## src/rtl/ws_a_skewer_pkg.sv

```systemverilog
// Shared types and constants for the A-operand skewer feeding the systolic array.
package ws_a_skewer_pkg;

  typedef enum logic [1:0] {
    StIdle,
    StStream,
    StDrain
  } skew_state_e;

  localparam int unsigned DefDataWidth = 8;
  localparam int unsigned DefRows      = 4;
  localparam int unsigned DefCols      = 4;

  // Advances needed after the last vector until the far corner PE has consumed it.
  function automatic int unsigned drain_cycles(input int unsigned rows, input int unsigned cols);
    return rows + cols - 1;
  endfunction

endpackage

```

## src/rtl/ws_a_skewer_lane.sv

```systemverilog
// DEPTH-stage shift register for one skewed row lane; moves only when shift_i is high.
module skew_lane #(
  parameter int unsigned DEPTH      = 1,
  parameter int unsigned DATA_WIDTH = 8
) (
  input  logic                  clk,
  input  logic                  rst,
  input  logic                  shift_i,
  input  logic [DATA_WIDTH-1:0] din_i,
  output logic [DATA_WIDTH-1:0] dout_o
);

  logic [DATA_WIDTH-1:0] stage_q [DEPTH];

  always_ff @(posedge clk) begin
    if (rst) begin
      for (int unsigned i = 0; i < DEPTH; i++) begin
        stage_q[i] <= '0;
      end
    end else if (shift_i) begin
      stage_q[0] <= din_i;
      for (int unsigned i = 1; i < DEPTH; i++) begin
        stage_q[i] <= stage_q[i-1];
      end
    end
  end

  assign dout_o = stage_q[DEPTH-1];

endmodule

```

## src/rtl/ws_a_skewer.sv

```systemverilog
// Skews incoming A vectors across array rows (row k delayed k+1 advances) and drains the array.
module ws_a_skewer
  import ws_a_skewer_pkg::*;
#(
  parameter int unsigned ROWS       = DefRows,
  parameter int unsigned COLS       = DefCols,
  parameter int unsigned DATA_WIDTH = DefDataWidth
) (
  input  logic                       clk,
  input  logic                       rst,
  input  logic                       s_valid,
  output logic                       s_ready,
  input  logic [ROWS*DATA_WIDTH-1:0] s_data,
  input  logic                       s_last,
  output logic [ROWS*DATA_WIDTH-1:0] a_lane,
  output logic                       m_enable,
  output logic                       busy,
  output logic                       done
);

  localparam int unsigned DrainCycles = drain_cycles(ROWS, COLS);
  localparam int unsigned CntW        = (DrainCycles > 1) ? $clog2(DrainCycles) : 1;

  skew_state_e     state_q;
  logic [CntW-1:0] cnt_q;
  logic            done_q;
  logic            accept;
  logic            advance;

  assign s_ready  = ~rst & (state_q != StDrain);
  assign accept   = s_valid & s_ready;
  assign advance  = accept | (~rst & (state_q == StDrain));
  assign m_enable = advance;
  assign busy     = (state_q != StIdle);
  assign done     = done_q;

  always_ff @(posedge clk) begin
    if (rst) begin
      state_q <= StIdle;
      cnt_q   <= '0;
      done_q  <= 1'b0;
    end else begin
      done_q <= 1'b0;
      unique case (state_q)
        StIdle: begin
          if (accept) begin
            state_q <= s_last ? StDrain : StStream;
            cnt_q   <= '0;
          end
        end
        StStream: begin
          if (accept && s_last) begin
            state_q <= StDrain;
            cnt_q   <= '0;
          end
        end
        StDrain: begin
          if (cnt_q == CntW'(DrainCycles - 1)) begin
            state_q <= StIdle;
            cnt_q   <= '0;
            done_q  <= 1'b1;
          end else begin
            cnt_q <= cnt_q + CntW'(1);
          end
        end
        default: state_q <= StIdle;
      endcase
    end
  end

  for (genvar k = 0; k < ROWS; k++) begin : g_lane
    logic [DATA_WIDTH-1:0] lane_in;

    // Bubbles are zeros so PEs see no stray operands while skewing or draining.
    assign lane_in = accept ? s_data[k*DATA_WIDTH +: DATA_WIDTH] : '0;

    skew_lane #(
      .DEPTH      (k + 1),
      .DATA_WIDTH (DATA_WIDTH)
    ) u_lane (
      .clk     (clk),
      .rst     (rst),
      .shift_i (advance),
      .din_i   (lane_in),
      .dout_o  (a_lane[k*DATA_WIDTH +: DATA_WIDTH])
    );
  end

endmodule
```

## config.mk

```make
export PLATFORM = sky130hd
export DESIGN_NAME = ws_a_skewer
export DESIGN_NICKNAME = d
export VERILOG_FILES = /design/src/rtl/ws_a_skewer_pkg.sv /design/src/rtl/ws_a_skewer_lane.sv /design/src/rtl/ws_a_skewer.sv
export SDC_FILE = /design/constraint.sdc
export NUM_CORES = 1
export LEC_CHECK = 0
export ABC_CLOCK_PERIOD_IN_PS = 2800
export BUFFER_PORTS_ARGS = -buffer_cell sky130_fd_sc_hd__buf_4
export CAP_MARGIN = 10
export CORE_MARGIN = 2
export CORE_UTILIZATION = 45
export DETAILED_ROUTE_END_ITERATION = 8
export GPL_ROUTABILITY_DRIVEN = 0
export MAX_ROUTING_LAYER = met4
export PLACE_DENSITY = 0.72
export SYNTH_ARGS = -nofsm -noshare
export SYNTH_HDL_FRONTEND = slang
export SYNTH_SLANG_ARGS = --single-unit
```

## constraint.sdc

```tcl
create_clock -name clk -period 2.8 [get_ports clk]
set_input_delay 0.56 -clock clk [delete_from_list [all_inputs] [get_ports clk]]
set_output_delay 0.56 -clock clk [all_outputs]
set_load 0.03 [all_outputs]
```

* Yosys cells after proc, flatten, opt, wreduce, memory -nomap -nowiden
Memory sizes are Yosys's and may differ from the RTL's. Cells that the tools add are included.
Storage, ports and cells: memories 4, RAM bits 80, register bits after elaboration 6
Memory list:
- g_lane[3].u_lane.stage_q | words 4, width 8, rd ports 4, clocked after Yosys merged registers in 0, write ports 4, line ws_a_skewer_lane.sv:13 | logic [DATA_WIDTH-1:0] stage_q [DEPTH];
- g_lane[2].u_lane.stage_q | words 3, width 8, rd ports 3, clocked after Yosys merged registers in 0, write ports 3, line ws_a_skewer_lane.sv:13
- g_lane[1].u_lane.stage_q | words 2, width 8, rd ports 2, clocked after Yosys merged registers in 0, write ports 2, line ws_a_skewer_lane.sv:13
- g_lane[0].u_lane.stage_q | words 1, width 8, rd ports 1, clocked after Yosys merged registers in 0, write ports 1, line ws_a_skewer_lane.sv:13
Cells by class: reductions and logical operators 8, bitwise operators 15, equality and inequality tests 7, add/subtract/negate cells 1, muxes and demuxes 30
Operators with widths (number):
- two-way mux 8 bit | 14
- bitwise OR 1 bit | 10
- two-way mux 3 bit | 3
- one-hot mux 3 bit (3 select lines) | 1
- two-way mux 2 bit | 4
- OR reduction 8 bit | 1
- two-way mux 1 bit | 7
- != test 2 bit (second input constant) | 3
- one-hot mux 2 bit (3 select lines) | 1
- AND reduction 3 bit | 2
- adder 3 x 1 -> 3 bit (second input constant) | 1
- AND 1 bit | 3
- == test 3 bit (second input constant) | 1
- nonzero test 3 bit | 1
- == test 2 x 1 -> 1 bit (second input constant) | 1
- == test 2 bit (second input constant) | 1
- logical NOT 2 bit | 1
- != test 2 x 1 -> 1 bit (second input constant) | 1
- inverter 1 bit | 2
- nonzero test 2 bit | 1
- OR reduction 2 bit | 1
- logical AND 1 bit | 1

* Longest topological paths before layout
depth in word-level cells 9, gate-level depth with buffers 5, depth with buffers taken out 3

* Hierarchy
From an unflattened synthesis, not the netlist that was laid out.
Second synthesis, totals: cells, all modules 263, area total of the unflattened synthesis 3947.5 sq um
By module, submodules not included:
- skew_lane at g_lane[3].u_lane | instances 1, seq. area each 960.9 sq um, area each 1302.5 sq um, cells an instance 71
- skew_lane at g_lane[2].u_lane | instances 1, seq. area each 720.7 sq um, area each 1047.3 sq um, cells an instance 61
- skew_lane at g_lane[1].u_lane | instances 1, seq. area each 480.5 sq um, area each 716.9 sq um, cells an instance 43
- ws_a_skewer | instances 1, seq. area each 120.1 sq um, area each 564.3 sq um, cells an instance 71
- skew_lane at g_lane[0].u_lane | instances 1, seq. area each 240.2 sq um, area each 316.6 sq um, cells an instance 17

* Worst setup path before layout
No wires, ideal clock.
kind input-to-reg, from input rst, to memory g_lane[0].u_lane.stage_q[0][0], enable pin, data arrival time 2.676 ns, data required time 2.005 ns, slack -0.670 ns, stages on the path 3, buffers on the path 1, library setup time 0.795 ns, cells stage by stage clkbuf_1 nor2_1 nand2_1
On the way: cells in the longest elaborated chain, start to end 9
RTL lines:
- start: declaration | line ws_a_skewer.sv:10 | input logic rst,
- inverter 1 bit (*) | line ws_a_skewer.sv:30 | assign s_ready = ~rst & (state_q != StDrain);
- AND 1 bit (*) | line ws_a_skewer.sv:30
- via s_ready | line ws_a_skewer.sv:12 | output logic s_ready,
- AND 1 bit (*) | line ws_a_skewer.sv:31 | assign accept = s_valid & s_ready;
- bitwise OR 1 bit (*) | line ws_a_skewer.sv:32 | assign advance = accept | (~rst & (state_q == StDrain));
- two-way mux 1 bit (*) | line ws_a_skewer_lane.sv:20 | end else if (shift_i) begin
- two-way mux 1 bit (*) | line ws_a_skewer_lane.sv:16 | if (rst) begin
- two-way mux 1 bit (implied by the code) (*) | line ws_a_skewer_lane.sv:21 | stage_q[0] <= din_i;
- OR reduction 8 bit (no source line)
- two-way mux 1 bit (no source line) (*)
- end: declaration | line ws_a_skewer_lane.sv:13
Mark *: on every way through the listed nets, which the timed path passes. The rest lies on a longest branch.

* Worst setup path after layout
from register state_q[1], to output m_enable
On the way: cells in the longest elaborated chain, start to end 4
RTL lines:
- start: declaration | line ws_a_skewer.sv:24 | skew_state_e state_q;
- start signal: assignment | line ws_a_skewer.sv:39 | state_q <= StIdle;
- start signal: assignment | line ws_a_skewer.sv:47 | state_q <= s_last ? StDrain : StStream;
- start signal: assignment | line ws_a_skewer.sv:53 | state_q <= StDrain;
- != test 2 bit | line ws_a_skewer.sv:30
- AND 1 bit | line ws_a_skewer.sv:30
- AND 1 bit | line ws_a_skewer.sv:31
- bitwise OR 1 bit (*) | line ws_a_skewer.sv:32
- end: declaration | line ws_a_skewer.sv:16 | output logic m_enable,
Mark *: on every way between the ends. The rest lies on a longest branch, timed or not.

==> qor.txt <==
CP cell instances: nand2b_1 -> a21oi_2 -> buf_4
RSZ-0062 raised after global routing: false
Status: complete, no violations
Crit share post-route: 74.5%
Detailed Place HPWL: 2980 µm
Largest cells by area after synthesis: edfxtp_1 70%, and2_1 15%, buf_4 5.7%, dfxtp_1 3.5%, buf_2 0.87%
P_int: 2.12 mW
Die ar.: 8350 µm²
Power Total: 2.74 mW
Ant. Diodes: 0
Critical Path End Type: primary output
Fmax: 0.479 GHz
Post-route cell area: 4100 µm²
Post-route setup TNS: 0 ns
Psw: 613 µW
Final Skew: 0.00960 ns
Boundary pin count: 72
Netlist cell types: 30
VDD IR max: 0.000365 V
Post-synthesis instance area: 3440 µm²
Post-CTS setup buffers: 0
First-pass GRT wire length: 7980 µm
Seq/Total Area, Yosys: 73.4%
DRT iter0 DRCs: 109
# setup viols final: 0
Mapped Avg Cell Area: 15.1 µm²
CTS resizes: 0
Slew Limit Fails: 0
Core region area: 7330 µm²
Placed cell area: 3890 µm²
CP arrival: 1.53 ns
Initial antenna violation count: 0
Total number of vias: 1731
Area grow syn2layout: 19.3%
Drt wl/cell: 12.3 µm
Startpoint types: flip-flop
Synth top area share: 69.9%
Warnings, synthesis: 0
CTS buffer count: 9
Max FO, Critical Path: 9
Layout fillers: 598
Hold Crit Class: input port to flip-flop
Die H: 91.4 µm
Power share of the combinational group: 10.2%
Synth area leader: edfxtp_1
Req. time, crit path: 2.24 ns
GRT Util Overall: 12.7%
Seq pwr share: 56.0%
# DRC: 0
Switching part of the total: 22.4%
Pin count of the biggest net entering global routing: 81
Syn Inst Count: 228
Relative slew slack: 32.7%
TritonRoute pass-1 iters: 3
H-tree levels: 3
CTS Buffer Depth: 2
GRT overflow: 0
Slew @ Worst Pin: 1.01 ns
Slowest cell on the critical path: dfxtp_1
Die Span X: 91.4 µm
Final WL: 4710 µm
Num rows: 31
Clock power share: 33.8%
CTS tree: yes
Crit path kind: flip-flop to primary output
Nets: 315
Worst skew pair latency: 0.34 ns
Peak per-stage delay on the critical path: 0.40 ns
# Max-Cap Violations: 0
Root buffer cell: clkbuf_8
Final ANT Viol Nets: 0
Vias in the first global route: 1767
Initial Util: 46.9%
Hold buffer count at CTS: 0
Crit path time final: 2.09 ns
Final hold vios: 0
P per Cell Area: 668 nW/µm²
Clk slew on worst S/H paths: 0.08 ns
Lkg Pwr: 1.70 nW
Share of layout cells above drive strength 1: 32.4%
Sink Count: 86
DR vias/cell: 4.52
Port bufs: 71
Synth Net Count: 264
Synth Register Bits: 86
## worst max-delay path: cells and delay by family (launching register included)
family / cells / cell delay, ns
AO/OA/AOI/OAI: 1 / 0.38
buffers and inverters: 1 / 0.24
flip-flops: 1 / 0.40
AND/OR/NAND/NOR: 1 / 0.15
## path summary, 6_finish.rpt
path	to	slack (ns)	cells past startpoint	startpoint
hold / removal	state_q[0]	0.43	2	s_last
setup reg to reg	g_lane[3].u_lane.stage_q[0][4]	0.88	3	state_q[0]
setup / recovery	m_enable	0.71	3	state_q[1]
hold reg to reg	g_lane[3].u_lane.stage_q[0][12]	0.52	1	g_lane[3].u_lane.stage_q[0][4]
## final cells by class
class | count | area, µm² | area share, %
Multi-Input combinational cell | 107 | 684 | 16.7
Clock inverter | 6 | 85.1 | 2.08
Clock buffer | 10 | 128 | 3.11
Tap cell | 99 | 124 | 3.02
Timing Repair Buffer | 73 | 548 | 13.4
Sequential cell | 86 | 2520 | 61.5
Inverter | 2 | 7.51 | 0.183
## placed cells by master (no fill, tap or decap), types with 2 or more instances in the layout
master	netlist	final
buf_4	26	73
a21oi_1	2	2
bufinv_16	0	2
and2_1	80	80
nor2_1	2	2
edfxtp_1	80	80
clkbuf_8	0	9
nand2b_1	3	3
dfxtp_1	6	6
## registers in the layout, summed over array words and instances (netlist names)
register	flops
cnt_q	3
g_lane.u_lane.stage_q	80
state_q	2
done	1
## power by group through the flow
stage	sequential [mW]	combinational [mW]	clock [mW]
final	1.53	0.279	0.925
after global routing	1.55	0.301	1.00
after CTS	1.54	0.284	0.948
after detailed placement	1.56	0.284	0
after global placement	1.56	0.279	0
after floorplan	1.58	0.185	0
## metrics by stage
step                std cells  setup slack (ns)  util [%]  hold WS [ns]
finish                    383             0.714      55.9         0.427
global route              383             0.588      55.9         0.428
CTS                       383             0.670      55.9         0.415
detailed placement        367             0.737      53.0         0.501
global placement          367             0.779      53.0         0.486
floorplan                 228             0.113         -         0.468
## cell families after synthesis
group / after synthesis / share of synthesized area, %
buf+inv: 35 / 6.88
flops: 86 / 73.4
compound gates: 9 / 1.86
simple gates: 98 / 17.8
## routing by layer
metal	track usage (%)	part of all wire [%]
met3	2.49	3.7
met1	15.2	46
met2	20.0	48
met4	7.95	2.6
met5	-	0
## synth_stat cells
cell type / instances
a21oi_1: 2
nor4_1: 1
and2b_1: 1
or4_1: 1
buf_2: 6
inv_2: 1
a2111oi_0: 1
a2bb2oi_1: 1
nor3b_1: 1
a21oi_2: 1
or2_2: 1
dfxtp_1: 6
buf_4: 26
or4b_1: 1
or3_1: 1
edfxtp_1: 80
o21ai_1: 1
nor3_2: 1
clkbuf_1: 1
a311oi_1: 1
o21ai_0: 1
nand2b_1: 3
nand2_1: 2
or2_1: 1
nor2b_1: 1
nand3_1: 1
inv_1: 1
and2_1: 80
o311ai_1: 1
nor2_1: 2
(Power assumes the default switching activity.)
